$ cat config.mk
export PLATFORM = sky130hd
export DESIGN_NAME = muldiv_unit
export DESIGN_NICKNAME = d
export VERILOG_FILES = /design/src/rtl/muldiv_unit.sv
export SDC_FILE = /design/constraint.sdc
export NUM_CORES = 1
export LEC_CHECK = 0
export BUFFER_PORTS_ARGS = -buffer_cell sky130_fd_sc_hd__buf_2
export CAP_MARGIN = 10
export CORE_MARGIN = 5
export CORE_UTILIZATION = 30
export CTS_BUF_LIST = sky130_fd_sc_hd__clkbuf_8 sky130_fd_sc_hd__clkbuf_16
export DETAILED_ROUTE_END_ITERATION = 12
export GPL_TIMING_DRIVEN = 0
export PLACE_DENSITY_LB_ADDON = 0.1
export SLEW_MARGIN = 20
export SYNTH_ARGS = -nofsm -noshare
export SYNTH_HDL_FRONTEND = slang
export SYNTH_SLANG_ARGS = --single-unit
$ cat constraint.sdc
create_clock -name clk -period 3.22 [get_ports clk]
set_input_delay 0.644 -clock clk [delete_from_list [all_inputs] [get_ports clk]]
set_output_delay 0.644 -clock clk [all_outputs]
set_load 0.02 [all_outputs]
$ cat src/rtl/muldiv_unit.sv
// muldiv_unit: iterative 32-bit MIPS multiply/divide unit with HI/LO registers.
// Define MULDIV_DIV_EN to compile in the divider datapath (DIV/DIVU).
module muldiv_unit #(
   parameter int WIDTH = 32
) (
   input  logic             clk,
   input  logic             rst,
   input  logic             start,
   input  logic [1:0]       op,
   input  logic [WIDTH-1:0] src_a,
   input  logic [WIDTH-1:0] src_b,
   input  logic             hi_we,
   input  logic             lo_we,
   input  logic [WIDTH-1:0] wdata,
   output logic             busy,
   output logic             done,
   output logic [WIDTH-1:0] hi,
   output logic [WIDTH-1:0] lo
);
   localparam int CW = $clog2(WIDTH);
   localparam logic [CW-1:0] LAST = CW'(WIDTH - 1);

   typedef enum logic [1:0] { IDLE, CALC, FIX } state_t;
   state_t state, state_nx;

   logic [CW-1:0]      cnt;
   logic [2*WIDTH-1:0] acc, acc_step, res;
   logic [WIDTH-1:0]   bmag, a_mag, b_mag;
   logic [WIDTH:0]     sum;
   logic               a_sgn, b_sgn, neg_q, accept;
`ifdef MULDIV_DIV_EN
   logic               is_div, a_neg_q, qbit;
   logic [WIDTH-1:0]   a_orig, rem_nx;
   logic [WIDTH:0]     r_sh;
`endif

   // Only MULT (00) and DIV (10) are signed: op[0] clear
   assign a_sgn = ~op[0] & src_a[WIDTH-1];
   assign b_sgn = ~op[0] & src_b[WIDTH-1];
   assign a_mag = a_sgn ? -src_a : src_a;
   assign b_mag = b_sgn ? -src_b : src_b;

   always_comb begin
      state_nx = state;
      accept   = 1'b0;
      unique case (state)
         IDLE: begin
`ifdef MULDIV_DIV_EN
            accept = start;
`else
            accept = start & ~op[1];
`endif
            if (accept) state_nx = CALC;
         end
         CALC: if (cnt == LAST) state_nx = FIX;
         FIX: state_nx = IDLE;
         default: state_nx = IDLE;
      endcase
   end

   always_ff @(posedge clk) begin
      if (rst) begin
         state <= IDLE;
         busy  <= 1'b0;
         done  <= 1'b0;
      end else begin
         state <= state_nx;
         busy  <= (state_nx != IDLE);
         done  <= (state == FIX);
      end
   end

   // One iteration: shift-add multiply, or restoring divide step
   always_comb begin
      sum = {1'b0, acc[2*WIDTH-1:WIDTH]} + (acc[0] ? {1'b0, bmag} : '0);
      acc_step = {sum, acc[WIDTH-1:1]};
`ifdef MULDIV_DIV_EN
      r_sh   = acc[2*WIDTH-1:WIDTH-1];
      qbit   = (r_sh >= {1'b0, bmag});
      rem_nx = qbit ? WIDTH'(r_sh - {1'b0, bmag}) : r_sh[WIDTH-1:0];
      if (is_div) acc_step = {rem_nx, acc[WIDTH-2:0], qbit};
`endif
   end

   always_comb begin
      res = neg_q ? -acc : acc;
`ifdef MULDIV_DIV_EN
      if (is_div) begin
         if (bmag == '0) begin
            res = {a_orig, {WIDTH{1'b1}}};
         end else begin
            res[WIDTH-1:0] = neg_q ? -acc[WIDTH-1:0] : acc[WIDTH-1:0];
            res[2*WIDTH-1:WIDTH] = a_neg_q ? -acc[2*WIDTH-1:WIDTH]
                                           : acc[2*WIDTH-1:WIDTH];
         end
      end
`endif
   end

   always_ff @(posedge clk) begin
      if (rst) begin
         cnt   <= '0;
         acc   <= '0;
         bmag  <= '0;
         neg_q <= 1'b0;
         hi    <= '0;
         lo    <= '0;
`ifdef MULDIV_DIV_EN
         is_div  <= 1'b0;
         a_neg_q <= 1'b0;
         a_orig  <= '0;
`endif
      end else begin
         if (state == IDLE && hi_we) hi <= wdata;
         if (state == IDLE && lo_we) lo <= wdata;
         if (accept) begin
            cnt   <= '0;
            acc   <= {{WIDTH{1'b0}}, a_mag};
            bmag  <= b_mag;
            neg_q <= a_sgn ^ b_sgn;
`ifdef MULDIV_DIV_EN
            is_div  <= op[1];
            a_neg_q <= a_sgn;
            a_orig  <= src_a;
`endif
         end else if (state == CALC) begin
            cnt <= cnt + 1'b1;
            acc <= acc_step;
         end else if (state == FIX) begin
            hi <= res[2*WIDTH-1:WIDTH];
            lo <= res[WIDTH-1:0];
         end
      end
   end

endmodule

# Yosys cells after proc, flatten, opt, wreduce, memory -nomap -nowiden
# Cells that the tools add are included.
totals:
  ff_bits: 170
  inputBits: 103
  out_inout_bits: 66
  wordCells: 48
classes:
  addsub: 5
  eq_ne: 3
  muxes: 18
  n_bitwise: 6
  reduce_logical: 6
ops:
  columns: ["operator", "count"]
  rows:
  - ["32-bit two-way mux", 13]
  - ["64-bit two-way mux", 1]
  - ["32-bit negation", 2]
  - ["64-bit negation", 1]
  - ["32-bit by 32-bit adder with 33-bit output", 1]
  - ["5-bit by 1-bit adder with 5-bit output (second input constant)", 1]
  - ["5-bit equality test (second input constant)", 1]
  - ["2-bit two-way mux", 2]
  - ["2-bit one-hot mux with 2 select lines", 1]
  - ["2-bit nonzero test", 2]
  - ["1-bit bitwise AND", 3]
  - ["2-bit by 1-bit equality test with 1-bit output (second input constant)", 1]
  - ["2-bit equality test (second input constant)", 1]
  - ["1-bit logical AND", 2]
  - ["2-bit zero test", 1]
  - ["1-bit NOT", 2]
  - ["2-bit OR reduction", 1]
  - ["1-bit two-way mux", 1]
  - ["1-bit XOR", 1]

# Logic depth before layout (Yosys ltp)
# Gate-level depths: netlist (run 1).
logic_depth:
  ltp_word: 6
  ltp_mapped: 12
  depth_no_buf: 10

# Worst setup path after synthesis (run 1)
# OpenSTA, ideal clock, no wires.
synth_timing:
  path_kind: "flip-flop to flip-flop"
  startpoint: "reg acc[0]"
  endpoint: "reg acc[59]"
  setup_time_ps: 132
  arrival_ps: 2761
  required_ps: 3088
  path_slack_ps: 326
  stages_incl_launch_ff: 13
  path_buffers: 2
  period_less_slack_ps: 2894
  cell_sequence: "dfxtp_1 -> clkbuf_1 -> clkbuf_1 -> and2_1 -> ha_1 -> fa_1 -> a21o_1 -> a31oi_1 -> o21ai_0 -> o31ai_1 -> a32oi_1 -> xnor2_1 -> a21oi_1"
synth_between:
  elab_chain_cells: 2
synth_lines:
  columns: ["item", "line", "source"]
  rows:
  - ["start: declaration", "27", "logic [2*WIDTH-1:0] acc, acc_step, res;"]
  - ["start signal: assignment", "118", "acc <= {{WIDTH{1'b0}}, a_mag};"]
  - ["start signal: assignment", "128", "acc <= acc_step;"]
  - ["32-bit two-way mux", "75", "sum = {1'b0, acc[2*WIDTH-1:WIDTH]} + (acc[0] ? {1'b0, bmag} : '0);"]
  - ["32-bit by 32-bit adder with 33-bit output", "75", null]
# Every way passes these cells.
# A chain may end at the register's enable or synchronous reset.

# Worst setup path after layout (run 1)
layout_timing:
  startpoint: "reg acc[10]"
  endpoint: "reg hi[17]"
layout_between:
  elab_chain_cells: 5
layout_lines:
  columns: ["item", "line", "source"]
  rows:
  - ["64-bit negation", "86", "res = neg_q ? -acc : acc;"]
  - ["64-bit two-way mux", "86", null]
  - ["32-bit two-way mux", "129", "end else if (state == FIX) begin"]
  - ["32-bit two-way mux", "126", "end else if (state == CALC) begin"]
  - ["32-bit two-way mux", "116", "if (accept) begin"]
  - ["end signal: assignment", "114", "if (state == IDLE && hi_we) hi <= wdata;"]
  - ["end signal: assignment", "130", "hi <= res[2*WIDTH-1:WIDTH];"]
  - ["end: declaration", "17", "output logic [WIDTH-1:0] hi,"]
# Every way passes these cells.

==> metrics.md, run 1 <==
| Metric | Value |
|---|---|
| Slew Limit Fails | `0` |
| Die Wd | `202 um` |
| Gate Count Post-Synth | `1371` |
| Bufs on Longest Clock Path | `2` |
| Crit start category | `register` |
| Clk sinks | `170` |
| Sequential area share after synthesis | `30.8%` |
| Initial Util | `30.3%` |
| Slew @ Worst Pin | `0.803 ns` |
| Final WS setup | `0.163 ns` |
| Core Footprint | `36400 um^2` |
| Die height | `202 um` |
| Top cells by instance count after synthesis | `dfxtp_1 (170), nand2_1 (142), nor2_1 (129)` |
| Total power | `5.51 mW` |
| Gpl congestion | `0.867` |
| Critical path endpoint category | `register` |
| Post-place setup slack | `-0.996 ns` |
| CTS root buf | `clkbuf_16` |
| Synth top area share | `30.8%` |
| Pwr Density | `418 nW/um^2` |
| PortBufs | `168` |
| Ant diodes | `0` |
| TritonCTS Buffers | `17` |
| Status | `finished clean` |
| First-pass GRT wire length | `64800 um` |
| Drt first pass iters | `5` |
| Tcrit/Tclk final | `94.9%` |
| Kind of critical path | `register to register` |
| Count of different cell masters after synthesis | `61` |
| H-tree Lvls | `4` |
| Count leader, synth | `dfxtp_1` |
| Slowest cell delay on critical path | `0.58 ns` |
| Mean post-synth cell area | `8.05 um^2` |
| Pleak | `5.21 nW` |
| Via density | `5.32` |
| RSZ-0062 raised after global routing | `true` |
| DR iter-0 viols | `702` |
| Clk Latency, worst-skew pair | `0.43 ns` |
| Post-synthesis async set-or-reset flop share | `0%` |
| HP Class | `register to register` |
| DRC Markers | `0` |
| Mapped Nets | `1512` |
| Initial antenna violation count | `0` |
| CP arrival | `3.36 ns` |
| Die area | `40700 um^2` |
| CTS tree | `done` |
| Final setup violation count | `0` |
| Total GRT Usage | `20.2%` |
| Hold Fails Final Rpt | `0` |
| Total global routing overflow | `0` |
| Largest cells by area after synthesis | `dfxtp_1 (31%), xor2_1 (6.7%), mux2i_1 (6.1%)` |
| # rows | `70` |
| Post-route core utilization | `36.2%` |
| Synth area leader | `dfxtp_1` |
| Vias after detailed routing | `10900` |
| Worst path required time | `3.52 ns` |
| CP max-delay cell | `or4_4` |
| Vias in the first global route | `10600` |
| Top_reg_cell synth | `dfxtp_1` |
| Maximum vdd drop | `0.313 mV` |
| Worst-path clk slew | `0.08 ns` |
| Layout cells sized above 1 | `15.2%` |
| Max_slew headroom | `46.5%` |
| Synth Cell Area | `11000 um^2` |
| Fmax | `327 MHz` |
| Top-Level Pins | `169` |
| Final min period | `3.06 ns` |
| Flops & latches, synth | `170` |
| Average wire per standard cell | `20.7 um` |
| NumNets Final | `1703` |
| Crit-path max FO | `7` |
| CP bufs+invs | `1` |
| CP Cell Sequence | `or4_4 -> or4b_4 -> buf_6 -> nor4_4 -> nand3_2 -> o41ai_1 -> xor2_1 -> o22ai_1` |
| Sum Neg Setup Slack | `0 ns` |
| Dpl hpwl | `34200 um` |
| Worst path top cell family by delay | `simple AND/OR/NAND/NOR gates` |
| Yosys Warn Count | `0` |
| Routed Antenna Nets | `0` |
| Layout area overhead | `19.4%` |
| Clk_skew | `0.0116 ns` |
| WL final | `42200 um` |
| Max Cap Viol | `0` |
| Post-synth EDFFs | `0` |
| Largest net degree at the start of global routing | `17` |
==> report_power, final <==
part	leakage [nW]	switching, mW	total [mW]	internal [mW]
clock	0.295	0.948	2.14	1.19
sequential	1.39	0.115	2.34	2.22
combinational	3.52	0.646	1.03	0.384
==> layout make-up <==
| class | instances | area (um^2) |
|---|---|---|
| Timing Repair Buffer | 174 | 886 |
| Inverter | 14 | 52.6 |
| Clock buffer | 19 | 453 |
| Fill cell | 3897 | 23300 |
| Clock inverter | 13 | 143 |
| Tap cell | 468 | 586 |
| Sequential cell | 170 | 3410 |
| Buffer | 87 | 339 |
| Multi-Input combinational cell | 1098 | 7310 |
==> registers in the layout (all words and copies together), names as in the netlist <==
name,cells
neg_q,1
bmag,32
hi,32
busy,1
cnt,5
lo,32
acc,64
done,1
state,2
==> worst min-delay path, stage by stage, from the launching register on <==
cell and delay (ns):
dfxtp_1 0.32, nand2_1 0.04, o21ai_0 0.05
==> final timing paths <==
check / start / to / slack [ns] / cells past startpoint
setup / recovery: acc[10] / hi[17] / 0.16 / 8
hold / removal: bmag[20] / bmag[20] / 0.44 / 2
setup reg to reg: acc[10] / hi[17] / 0.16 / 8
hold reg to reg: bmag[20] / bmag[20] / 0.44 / 2
==> through the flow <==
stage	cell area (um^2)	instances	hold WS, ns
after floorplan	11000	1371	0.417
after global placement	12500	2007	0.430
after detailed placement	12500	2007	0.436
after CTS	13100	2041	0.452
after global routing	13200	2043	0.478
final	13200	2043	0.444
==> placed cells by master, fill, tap and decap left out, types with 37 or more instances in the layout <==
| cell | Yosys | final |
|---|---|---|
| buf_2 | 0 | 169 |
| dfxtp_1 | 170 | 169 |
| nand2_1 | 142 | 142 |
| nor2_1 | 129 | 128 |
| xor2_1 | 84 | 84 |
| a21oi_1 | 77 | 77 |
| o21ai_0 | 75 | 72 |
| clkbuf_1 | 75 | 69 |
| mux2i_1 | 67 | 67 |
| xnor2_1 | 58 | 58 |
| a211oi_1 | 52 | 52 |
| and2_1 | 40 | 40 |
| o22ai_1 | 39 | 39 |
| ha_1 | 37 | 37 |
==> logic make-up after synthesis <==
logic type | synth area share (%)
AO/OA/AOI/OAI | 23.4
adder cells (fa/ha/maj) | 4.38
multiplexers | 6.08
buffers and inverters | 3.57
XOR/XNOR | 11.3
AND/OR/NAND/NOR | 20.5
flip-flops | 30.8
==> per-layer routing <==
| metal | share of wire (%) | GRT usage, % | up-vias |
|---|---|---|---|
| li1 | - | - | 5414 |
| met1 | 51 | 30.5 | 5134 |
| met2 | 44 | 31.3 | 297 |
| met3 | 4.5 | 2.45 | 14 |
| met4 | 0.68 | 3.20 | 0 |
| met5 | 0 | 0 | - |
==> what timing repair did <==
action                     CTS  global route
gates cloned                 0             0
pin swaps                    2             3
setup endpoints to repair   25            29
hold buffers                 0             0
resized for setup            8            16
hold endpoints to repair     0             0
setup buffers                3             3
No activity file was read; power rests on OpenSTA's default activity.
==> run 2: changes to the inputs <==
--- a/config.mk
+++ b/config.mk
@@ -10,9 +10,10 @@
 export CORE_MARGIN = 5
 export CORE_UTILIZATION = 30
 export CTS_BUF_LIST = sky130_fd_sc_hd__clkbuf_8 sky130_fd_sc_hd__clkbuf_16
+export CTS_CLUSTER_SIZE = 12
 export DETAILED_ROUTE_END_ITERATION = 12
 export GPL_TIMING_DRIVEN = 0
-export PLACE_DENSITY_LB_ADDON = 0.1
+export PLACE_DENSITY = 0.48
 export SLEW_MARGIN = 20
 export SYNTH_ARGS = -nofsm -noshare
 export SYNTH_HDL_FRONTEND = slang
==> metrics.md, run 2 (same netlist as run 1, synthesis figures left out) <==
| Metric | Value |
|---|---|
| CP max-delay cell | `or4_4` |
| Status | `finished clean` |
| Pwr Density | `421 nW/um^2` |
| Core Footprint | `36400 um^2` |
| Reg2Reg Depth | `7` |
| Max Cap Viol | `0` |
| Kind of critical path | `register to register` |
| Initial antenna violation count | `0` |
| Die area | `40700 um^2` |
| Layer with the highest usage | `met2` |
| Critical path endpoint category | `register` |
| Hold Fails Final Rpt | `0` |
| Slowest cell delay on critical path | `0.58 ns` |
| Vias after detailed routing | `10800` |
| Bufs on Longest Clock Path | `2` |
| TritonCTS Buffers | `17` |
| Commonest non-fill, non-tap cells in the layout | `dfxtp_1 (169), buf_2 (168), nand2_1 (142)` |
| CP bufs+invs | `1` |
| Most common cell after layout, fill and taps aside | `dfxtp_1` |
| Gpl congestion | `0.905` |
| Ant diodes | `0` |
| Vias in the first global route | `10600` |
| M1 GR Usage | `28.0%` |
| Layout area overhead | `19.8%` |
| Top-Level Pins | `169` |
| Sum Neg Setup Slack | `0 ns` |
| Die Wd | `202 um` |
| # rows | `70` |
| Routed Antenna Nets | `0` |
| CTS root buf | `clkbuf_16` |
| Max_slew headroom | `33.1%` |
| Final WS setup | `0.101 ns` |
| HP Class | `register to register` |
| Pleak | `5.21 nW` |
| # fillers | `3845` |
| Clk_skew | `0.0112 ns` |
| Most flops, register | `acc` |
| Max reg flops | `64` |
| Tcrit/Tclk final | `96.9%` |
| Clk Latency, worst-skew pair | `0.45 ns` |
| Layout cells sized above 1 | `15.3%` |
| Met3 Use GR | `3.34%` |
| Final setup violation count | `0` |
| Average wire per standard cell | `19.9 um` |
| Via density | `5.29` |
| Worst path required time | `3.52 ns` |
| CP arrival | `3.42 ns` |
| Largest net degree at the start of global routing | `17` |
| PortBufs | `168` |
| Worst path top cell family by delay | `simple AND/OR/NAND/NOR gates` |
| NumNets Final | `1701` |
| Maximum vdd drop | `0.261 mV` |
| Slew @ Worst Pin | `0.989 ns` |
| Initial Util | `30.3%` |
| H-tree Lvls | `4` |
| Cell count along the critical path | `7` |
| Dpl hpwl | `33100 um` |
| Grt met2 use | `29.9%` |
| Hold Path Cell Cnt | `2` |
| Clk sinks | `170` |
| Die height | `202 um` |
| Total global routing overflow | `0` |
| WL final | `40700 um` |
| Worst-path clk slew | `0.07 ns` |
| DR iter-0 viols | `672` |
| Crit start category | `register` |
| DRC Markers | `0` |
| Total GRT Usage | `19.4%` |
| RSZ-0062 raised after global routing | `true` |
| Drt first pass iters | `7` |
| Crit-path max FO | `7` |
| Slew Limit Fails | `0` |
| CTS tree | `done` |
| CP Cell Sequence | `or4_4 -> or4b_4 -> buf_6 -> or4_1 -> o31ai_1 -> xor2_1 -> o22ai_1` |
| Fmax | `321 MHz` |
| Fin Hold WS | `0.458 ns` |
| First-pass GRT wire length | `62700 um` |
| Post-place setup slack | `-0.897 ns` |
| Final min period | `3.12 ns` |
run 2: cell types whose count changed in the layout (fill, tap and decap cells not counted), sizes merged:
cell,delta
bufinv,+1
inv,-1
clkinv,+1
buf,-3
run 2: cell type report:
| cell class | instances | area, um^2 | area share [%] |
|---|---|---|---|
| Multi-Input combinational cell | 1098 | 7340 | 55.5 |
| Sequential cell | 170 | 3410 | 25.8 |
| Tap cell | 468 | 586 | 4.43 |
| Clock inverter | 14 | 189 | 1.43 |
| Buffer | 88 | 345 | 2.61 |
| Inverter | 14 | 52.6 | 0.398 |
| Timing Repair Buffer | 171 | 863 | 6.53 |
| Clock buffer | 18 | 439 | 3.32 |
run 2: worst register-to-register path, stage by stage (launching register included):
cell	delay (ns)
dfxtp_1	0.40
or4_4	0.58
or4b_4	0.49
buf_6	0.15
or4_1	0.56
o31ai_1	0.27
xor2_1	0.40
o22ai_1	0.13
run 2: layer usage:
layer / part of all wire (%) / vias up
li1: - / 5404
met1: 50 / 5070
met2: 43 / 291
met3: 5.0 / 39
met4: 1.9 / 0
met5: 0 / -
run 2: path summary, 6_finish.rpt:
kind	start	to	slack, ns
max	acc[10]	lo[29]	0.10
min	bmag[20]	bmag[20]	0.46
max reg2reg	acc[10]	lo[29]	0.10
min reg2reg	bmag[20]	bmag[20]	0.46
run 2: through the flow:
stage | total power [mW] | std cells | utilization [%] | cell area, um^2
finish | 5.56 | 2041 | 36.3 | 13200
global route | 5.80 | 2041 | 36.3 | 13200
CTS | 5.60 | 2040 | 36.0 | 13100
detailed placement | 3.40 | 2007 | 34.2 | 12500
global placement | 3.39 | 2007 | 34.2 | 12500
floorplan | 2.99 | 1371 | - | 11000
run 2: report_power, final:
part	total (mW)	internal (mW)	switching (mW)
sequential	2.33	2.22	0.114
combinational	1.02	0.381	0.639
clock	2.21	1.26	0.946
total	5.56	3.86	1.70
run 2: repair_timing:
action / in CTS / in global routing
endpoints found under the setup margin: 31 / 29
gates cloned: 0 / 0
hold buffers: 0 / 0
gates resized for setup: 9 / 23
buffers inserted: 2 / 1
pin swaps: 2 / 4
==> run 3: changes to the inputs <==
==> constraint.sdc (replaced) <==
create_clock -name clk -period 3.9 [get_ports clk]
set_input_delay 0.78 -clock clk [delete_from_list [all_inputs] [get_ports clk]]
set_output_delay 0.78 -clock clk [all_outputs]
set_load 0.02 [all_outputs]
==> metrics.md, run 3 (same netlist as run 1, synthesis figures left out) <==
| Metric | Value |
|---|---|
| Vias in the first global route | `10600` |
| Most common cell after layout, fill and taps aside | `dfxtp_1` |
| CTS tree | `done` |
| Total global routing overflow | `0` |
| DP Area | `12500 um^2` |
| Layout area overhead | `18.7%` |
| Status | `finished clean` |
| Average wire per standard cell | `19.9 um` |
| Flop pwr share | `42.0%` |
| # fillers | `3849` |
| Drt first pass iters | `8` |
| Slew @ Worst Pin | `1.01 ns` |
| Critical path endpoint category | `register` |
| Switching power total | `1.40 mW` |
| CP bufs+invs | `1` |
| CP arrival | `3.91 ns` |
| Routed Antenna Nets | `0` |
| WL final | `40500 um` |
| Post-place setup slack | `-0.217 ns` |
| RSZ-0062 raised after global routing | `false` |
| Bufs on Longest Clock Path | `2` |
| Clk Latency, worst-skew pair | `0.45 ns` |
| NumNets Final | `1698` |
| Vias after detailed routing | `10800` |
| PortBufs | `168` |
| Hold Fails Final Rpt | `0` |
| CP max-delay cell | `o31ai_2` |
| Max Cap Viol | `0` |
| Ant diodes | `0` |
| Final min period | `3.60 ns` |
| Worst-path clk slew | `0.07 ns` |
| Die height | `202 um` |
| Clk sinks | `170` |
| HP Class | `register to register` |
| Tcrit/Tclk final | `92.3%` |
| Worst path required time | `4.21 ns` |
| Initial antenna violation count | `0` |
| CTS root buf | `clkbuf_16` |
| Total power | `4.59 mW` |
| Most flops, register | `acc` |
| Final setup violation count | `0` |
| Fin Hold WS | `0.458 ns` |
| Pleak | `5.17 nW` |
| Top-Level Pins | `169` |
| Initial Util | `30.3%` |
| Crit start category | `register` |
| Die area | `40700 um^2` |
| # hold bufs at CTS | `0` |
| # rows | `70` |
| Slew Limit Fails | `0` |
| Final WS setup | `0.300 ns` |
| Total GRT Usage | `19.4%` |
| Max_slew headroom | `31.6%` |
| Switching part of the total | `30.5%` |
| Commonest non-fill, non-tap cells in the layout | `dfxtp_1 (169), buf_2 (168), nand2_1 (142)` |
| Post-CTS setup buffer count | `0` |
| Via density | `5.28` |
| Clk_skew | `0.0113 ns` |
| TritonCTS Buffers | `17` |
| Maximum vdd drop | `0.216 mV` |
| Worst path top cell family by delay | `compound AO/OA/AOI/OAI gates` |
| Largest net degree at the start of global routing | `17` |
| H-tree Lvls | `4` |
| Core Footprint | `36400 um^2` |
| DR iter-0 viols | `708` |
| Gpl congestion | `0.905` |
| Slowest cell delay on critical path | `0.48 ns` |
| Fin area | `13100 um^2` |
| Kind of critical path | `register to register` |
| Pwr Density | `350 nW/um^2` |
| Layout cells sized above 1 | `14.1%` |
| Dpl hpwl | `33100 um` |
| CP Cell Sequence | `clkbuf_1 -> and2_1 -> ha_1 -> fa_1 -> a21o_1 -> a31oi_1 -> o21ai_0 -> o31ai_2 -> a32oi_1 -> xnor2_1 -> a21oi_1` |
| Comb pwr share | `18.3%` |
| Max reg flops | `64` |
| DRC Markers | `0` |
| First-pass GRT wire length | `62600 um` |
| Die Wd | `202 um` |
| Clock network power share | `39.7%` |
| Crit-path max FO | `10` |
| Sum Neg Setup Slack | `0 ns` |
| Int Power | `3.19 mW` |
| Fmax | `278 MHz` |
==> run 3: cell types whose count changed in the layout (fill, tap and decap cells not counted), sizes merged <==
cell and change:
buf -4, clkbuf +1
==> run 3: power groups by stage <==
| stage | logic [mW] | registers (mW) | clock network [mW] |
|---|---|---|---|
| 2_1_floorplan | 0.483 | 1.99 | 0 |
| 3_3_place_gp | 0.837 | 1.96 | 0 |
| 3_5_place_dp | 0.845 | 1.96 | 0 |
| 4_1_cts | 0.844 | 1.93 | 1.85 |
| 5_1_grt | 0.920 | 1.94 | 1.92 |
| 6_report | 0.839 | 1.93 | 1.82 |
==> run 3: cell type report <==
| type | instances | area (um^2) | share of cell area, % |
|---|---|---|---|
| Buffer | 88 | 338 | 2.58 |
| Clock buffer | 18 | 439 | 3.35 |
| Clock inverter | 14 | 189 | 1.44 |
| Inverter | 14 | 52.6 | 0.401 |
| Multi-Input combinational cell | 1098 | 7240 | 55.3 |
| Sequential cell | 170 | 3400 | 26.0 |
| Tap cell | 468 | 586 | 4.47 |
| Timing Repair Buffer | 168 | 841 | 6.42 |
==> run 3: through the flow <==
stage,std cells,util [%]
after floorplan,1371,-
after global placement,2007,34.2
after detailed placement,2007,34.2
after CTS,2038,35.9
after global routing,2038,35.9
final,2038,35.9
==> run 3: worst paths after layout <==
| kind | start | endpoint | slack (ns) | cells after the start |
|---|---|---|---|---|
| hold / removal | bmag[20] | bmag[20] | 0.46 | 2 |
| setup / recovery | acc[0] | acc[59] | 0.30 | 11 |
| hold reg to reg | bmag[20] | bmag[20] | 0.46 | 2 |
| setup reg to reg | acc[0] | acc[59] | 0.30 | 11 |
==> run 3: worst register-to-register path, delay by kind of cell (launching register included) <==
| family | cells | cell delay [ns] |
|---|---|---|
| DFF | 1 | 0.44 |
| adders and majority gates | 2 | 0.61 |
| buffers and inverters | 1 | 0.29 |
| xor gates and xnor gates | 1 | 0.25 |
| and+or+nand+nor | 1 | 0.24 |
| AOI/OAI and AO/OA | 6 | 1.64 |
==> run 3: routing by layer <==
metal / vias to the layer above / GRT usage [%] / routed length (um)
li1: 5387 / - / -
met1: 5036 / 28.0 / 20200
met2: 300 / 29.8 / 17400
met3: 46 / 3.42 / 2040
met4: 0 / 5.15 / 831
met5: - / 0 / 0
==> run 3: repair_timing <==
action,4_1_cts,5_1_grt
pin swaps,0,0
hold endpoints to repair,0,0
setup endpoints to repair,6,6
gates resized for setup,1,2
